--- config.mk ---
export PLATFORM = sky130hd
export DESIGN_NAME = game_timer_ctrl
export DESIGN_NICKNAME = d
export VERILOG_FILES = /design/src/rtl/game_timer_ctrl_pkg.sv /design/src/rtl/game_timer_ctrl_bin2bcd.sv /design/src/rtl/game_timer_ctrl.sv
export SDC_FILE = /design/constraint.sdc
export NUM_CORES = 1
export LEC_CHECK = 0
export ABC_AREA = 1
export BUFFER_PORTS_ARGS = -buffer_cell sky130_fd_sc_hd__buf_4
export CAP_MARGIN = 10
export CORE_MARGIN = 2
export CORE_UTILIZATION = 59
export DETAILED_ROUTE_END_ITERATION = 16
export PLACE_DENSITY_LB_ADDON = 0.12
export REMOVE_ABC_BUFFERS = 1
export SYNTH_ARGS = -nofsm -noshare
export SYNTH_HDL_FRONTEND = slang
export SYNTH_SLANG_ARGS = --single-unit
export TNS_END_PERCENT = 10
--- constraint.sdc ---
create_clock -name clk_i -period 7.4 [get_ports clk_i]
set_input_delay 1.48 -clock clk_i [delete_from_list [all_inputs] [get_ports clk_i]]
set_output_delay 1.48 -clock clk_i [all_outputs]
set_load 0.03 [all_outputs]
--- src/rtl/game_timer_ctrl_pkg.sv ---
// Shared game definitions: state encoding, count width and default round timing.
// Also used by the game FSM and the score display.
package game_timer_ctrl_pkg;

  localparam int CNT_W = 7;

  localparam logic [1:0] ST_IDLE    = 2'd0;
  localparam logic [1:0] ST_RUNNING = 2'd1;
  localparam logic [1:0] ST_PAUSED  = 2'd2;
  localparam logic [1:0] ST_EXPIRED = 2'd3;

  localparam int DEF_START_SECS   = 60;
  localparam int DEF_MAX_SECS     = 99;
  localparam int DEF_BONUS_SECS   = 3;
  localparam int DEF_PENALTY_SECS = 5;

  typedef logic [CNT_W-1:0] secs_t;

  // Clamp a signed intermediate seconds value into 0..max_v.
  function automatic secs_t clamp_secs(input logic signed [8:0] v, input secs_t max_v);
    if (v < 9'sd0) return '0;
    if (v > $signed({2'b00, max_v})) return max_v;
    return v[CNT_W-1:0];
  endfunction

endpackage

--- src/rtl/game_timer_ctrl_bin2bcd.sv ---
// Combinational 7-bit binary (0..99) to two BCD digits.
// Shared with the score display.
module bin2bcd
  import game_timer_ctrl_pkg::*;
(
  input  logic [CNT_W-1:0] bin_i,
  output logic [3:0]       tens_o,
  output logic [3:0]       ones_o
);

  logic [CNT_W-1:0] rem;

  // Subtract-ten ladder; nine steps cover the full 0..99 range.
  always_comb begin
    rem    = bin_i;
    tens_o = 4'd0;
    for (int i = 0; i < 9; i++) begin
      if (rem >= 7'd10) begin
        rem    = rem - 7'd10;
        tens_o = tens_o + 4'd1;
      end
    end
    ones_o = rem[3:0];
  end

endmodule

--- src/rtl/game_timer_ctrl.sv ---
// Round countdown controller: 1 Hz edge tick, start/pause/bonus/penalty,
// BCD display registers and timeout flag for the game FSM.
//
// state       | meaning
// ST_IDLE     | after reset, waiting for start
// ST_RUNNING  | counting down on ticks, adjustments applied
// ST_PAUSED   | count frozen, ticks and adjustments dropped
// ST_EXPIRED  | count reached 0, waiting for start
module game_timer_ctrl
  import game_timer_ctrl_pkg::*;
#(
  parameter int START_SECS   = DEF_START_SECS,
  parameter int MAX_SECS     = DEF_MAX_SECS,
  parameter int BONUS_SECS   = DEF_BONUS_SECS,
  parameter int PENALTY_SECS = DEF_PENALTY_SECS
) (
  input  logic       clk_i,
  input  logic       rst_i,
  input  logic       timer_clk_i,
  input  logic       start_i,
  input  logic       pause_i,
  input  logic       correct_i,
  input  logic       wrong_i,
  output logic [3:0] time_tens_o,
  output logic [3:0] time_ones_o,
  output logic       running_o,
  output logic       paused_o,
  output logic       expired_o,
  output logic       timeout_pulse_o
);

  localparam secs_t             START_C   = CNT_W'(START_SECS);
  localparam secs_t             MAX_C     = CNT_W'(MAX_SECS);
  localparam logic signed [8:0] BONUS_S   = 9'(BONUS_SECS);
  localparam logic signed [8:0] PENALTY_S = 9'(PENALTY_SECS);

  logic [1:0]        state_q, state_d;
  secs_t             count_q, count_d;
  logic              timer_clk_q;
  logic              tick;
  logic              running_q, paused_q, expired_q;
  logic              timeout_q, timeout_d;
  logic [3:0]        tens_q, ones_q;
  logic signed [8:0] adj_sum;
  secs_t             adj_count;
  secs_t             bcd_in;
  logic [3:0]        bcd_tens, bcd_ones;

  assign tick = timer_clk_i & ~timer_clk_q;

  always_comb begin
    adj_sum = $signed({2'b00, count_q}) - $signed({8'd0, tick})
            + (correct_i ? BONUS_S : 9'sd0)
            - (wrong_i ? PENALTY_S : 9'sd0);
    adj_count = clamp_secs(adj_sum, MAX_C);
  end

  always_comb begin
    state_d   = state_q;
    count_d   = count_q;
    timeout_d = 1'b0;
    case (state_q)
      ST_IDLE: begin
        if (start_i) begin
          state_d = ST_RUNNING;
          count_d = START_C;
        end
      end
      ST_RUNNING: begin
        if (start_i) begin
          count_d = START_C;
        end else if (pause_i) begin
          state_d = ST_PAUSED;
        end else begin
          count_d = adj_count;
          if (adj_count == '0) begin
            state_d   = ST_EXPIRED;
            timeout_d = 1'b1;
          end
        end
      end
      ST_PAUSED: begin
        if (start_i) begin
          state_d = ST_RUNNING;
          count_d = START_C;
        end else if (pause_i) begin
          state_d = ST_RUNNING;
        end
      end
      ST_EXPIRED: begin
        count_d = '0;
        if (start_i) begin
          state_d = ST_RUNNING;
          count_d = START_C;
        end
      end
      default: begin
        state_d = ST_IDLE;
        count_d = START_C;
      end
    endcase
  end

  always_ff @(posedge clk_i) begin
    timer_clk_q <= timer_clk_i;
    if (rst_i) begin
      state_q   <= ST_IDLE;
      count_q   <= START_C;
      running_q <= 1'b0;
      paused_q  <= 1'b0;
      expired_q <= 1'b0;
      timeout_q <= 1'b0;
    end else begin
      state_q   <= state_d;
      count_q   <= count_d;
      running_q <= (state_d == ST_RUNNING);
      paused_q  <= (state_d == ST_PAUSED);
      expired_q <= (state_d == ST_EXPIRED);
      timeout_q <= timeout_d;
    end
  end

  // Reset steers the start value into the converter so the display is valid right after reset.
  assign bcd_in = rst_i ? START_C : count_q;

  bin2bcd u_bin2bcd (
    .bin_i  (bcd_in),
    .tens_o (bcd_tens),
    .ones_o (bcd_ones)
  );

  always_ff @(posedge clk_i) begin
    tens_q <= bcd_tens;
    ones_q <= bcd_ones;
  end

  assign time_tens_o     = tens_q;
  assign time_ones_o     = ones_q;
  assign running_o       = running_q;
  assign paused_o        = paused_q;
  assign expired_o       = expired_q;
  assign timeout_pulse_o = timeout_q;

endmodule

==> impl_results.md <==
* CP Class: in2reg
* Largest net degree at the start of global routing at 14
* CTS Root Cell: clkbuf_8
* Area growth, synth to finish at 9.69%
* DR iter-0 viols at 143
* Synth Area per Inst at 6.15 um^2
* Yosys warnings at 0
* Total Routing Usage GR at 0.242
* Period utilization at 0.931
* Distinct cells, synth at 40
* Post-synthesis sequential area ratio at 0.127
* DIE AREA at 6520 um^2
* Grt ovf at 0
* Mapped Cells at 565
* Clk_lat worst skew at 0.26 ns
* Clk slew on worst S/H paths at 0.08 ns
* Worst Path Max Fanout at 11
* CP peak stage delay at 0.26 ns
* Hold Violations, Final at 0
* Number of synthesized flops with an enable pin at 0
* Highest clock rate at 145 MHz
* DR vias at 3,413
* Async set or reset register ratio after synthesis at 0
* CP Launch Type: input port
* Clock Tree Buf Depth at 2
* Time the worst path needs with I/O delays and setup at 6.89 ns
* Fraction of layout cells with a size suffix above 1 at 0.171
* Input/output buffers at 18
* Synth top area share at 0.187
* Worst slew pin tran at 0.421 ns
* Crit. End Element: flip-flop
* Starting density of the core at 0.620
* Max cap viols at 0
* Status: finished clean
* Diode count at 0
* Post-synth top area cell: nand2_1
* Arrival time worst endpoint at 7.04 ns
* FP Rows at 27
* Initial antenna violation count at 0
* Min-Delay Path Class: reg2reg
* Detailed placer's ending HPWL at 6.04 mm
* Slowest-stage cell, CP: o21ai_4
* Setup Skew at 0.00435 ns
* Core region area at 5610 um^2
* Family with the most delay on the worst path: simple AND/OR/NAND/NOR gates
* Synth Cell Area at 3470 um^2
* Final setup violation count at 0
* Final core occ at 0.680
* Synthesis-stage register bit count at 22
* H-tree levels at 1
* Ranking of synthesized cells by area: nand2_1 19%, dfxtp_1 13%, ha_1 11%
* Clock Sinks at 22
* Final Max Tran Viols at 0
* Total CTS buffers at 3
* First-pass GRT wire length at 13.0 mm
* CP required at 7.56 ns
* Critical path buffer and inverter count at 5
* Die span in y at 80.7 um
* DR pass1 iterations at 4
* Fill cells at 551
* GPL Wtd Cong at 0.851
* Via-to-Cell Ratio at 5.15
* Detail Route Antenna Nets at 0
* Reg2Reg Setup Slack at 1.49 ns
* CTS tree: yes
* Final WL at 7.37 mm
* Num ports at 19
* Die width at 80.7 um
* Final net count at 630
* Number of global-route vias before repair at 3,194
* Wirelength per Cell at 11.1 um
* DRC at 0
* Worst slew margin at 0.718
* Primary FF master, synth: dfxtp_1
==> layer usage <==
metal	wire [um]	GRT usage	up-vias
met4	66	0.0441	0
met5	0	0	-
met3	194	0.0189	7
met1	3430	0.301	1515
li1	-	-	1844
met2	3680	0.458	47
==> final timing paths <==
kind,startpoint,to,cells past startpoint
max,rst_i,time_tens_o[2]$_DFF_P_,49
min,count_q[0]$_SDFFE_PP0P_,time_ones_o[0]$_DFF_P_,2
max reg2reg,count_q[1]$_SDFFE_PP0P_,time_tens_o[2]$_DFF_P_,49
min reg2reg,count_q[0]$_SDFFE_PP0P_,time_ones_o[0]$_DFF_P_,2
==> area by class of cell <==
| type | count | area (um^2) | share of cell area |
|---|---|---|---|
| inverters | 108 | 408 | 0.107 |
| clock buffers | 4 | 55.1 | 0.0144 |
| multi-input cells | 432 | 2630 | 0.690 |
| flip-flops and latches | 22 | 440 | 0.116 |
| well taps | 72 | 90.1 | 0.0236 |
| repair buffers | 25 | 188 | 0.0492 |
==> registers in the layout (all words and copies together) (netlist names) <==
name,flops
count_q,7
time_ones_o,4
state_q,2
paused_o,1
timeout_pulse_o,1
timer_clk_q,1
time_tens_o,4
running_o,1
expired_o,1
==> cells in the final DEF, fill, tap and decap left out, types with 6 or more instances in the layout <==
| cell | Yosys | layout |
|---|---|---|
| nand4_1 | 18 | 18 |
| nand2_2 | 16 | 15 |
| xor2_1 | 17 | 17 |
| xnor2_1 | 8 | 8 |
| inv_1 | 90 | 90 |
| a21oi_1 | 17 | 16 |
| nand2_1 | 173 | 172 |
| o21ai_0 | 12 | 12 |
| nand3_2 | 6 | 6 |
| buf_4 | 0 | 25 |
| nand3_1 | 37 | 37 |
| nand2_4 | 11 | 13 |
| ha_1 | 30 | 30 |
| dfxtp_1 | 22 | 22 |
| o211ai_1 | 6 | 6 |
| inv_2 | 14 | 14 |
| nor2_1 | 34 | 34 |
==> cells in the mapped netlist (all sizes together), types with 2 or more instances <==
master,instances
a22oi,2
inv,105
o21bai,3
nand3b,5
nand3,48
buf,3
o22ai,3
nand2,200
a21oi,19
ha,30
nand4,20
o21ai,18
o211ai,6
xnor2,8
nor2,43
dfxtp,22
xor2,17
clkinv,3
a31oi,3
==> repair_timing <==
item / CTS / global route
buffers inserted: 0 / 5
setup endpoints to repair: 0 / 7
gates resized for setup: 0 / 7
hold buffers: 0 / 0
==> tightest hold or removal path, stage by stage (launching register included) <==
cell and delay [ns]:
dfxtp_1 0.33, inv_1 0.08, nor2_1 0.08
==> through the flow <==
stage	instances	TNS (ns)	setup slack, ns	area, um^2	hold slack [ns]
6_report	663	0	0.513	3810	0.556
3_3_place_gp	654	0	0.329	3680	0.555
2_1_floorplan	562	0	0.834	3440	0.463
5_1_grt	663	-0.126	-0.0445	3810	0.601
4_1_cts	658	0	0.335	3740	0.553
3_5_place_dp	654	0	0.0813	3680	0.537
==> logic make-up (layout without fill, tap and decap cells) <==
group,count (synthesis),count (layout),synth area share
fa+ha+maj,31,31,0.114
simple gates,318,318,0.461
compound gates,57,57,0.106
buf+inv,111,137,0.127
flops,22,22,0.127
mux,1,1,0.00324
xor+xnor,25,25,0.0630
Power is not shown: default switching activity piles up to over one toggle a cycle in this logic, so the estimate is an artifact.
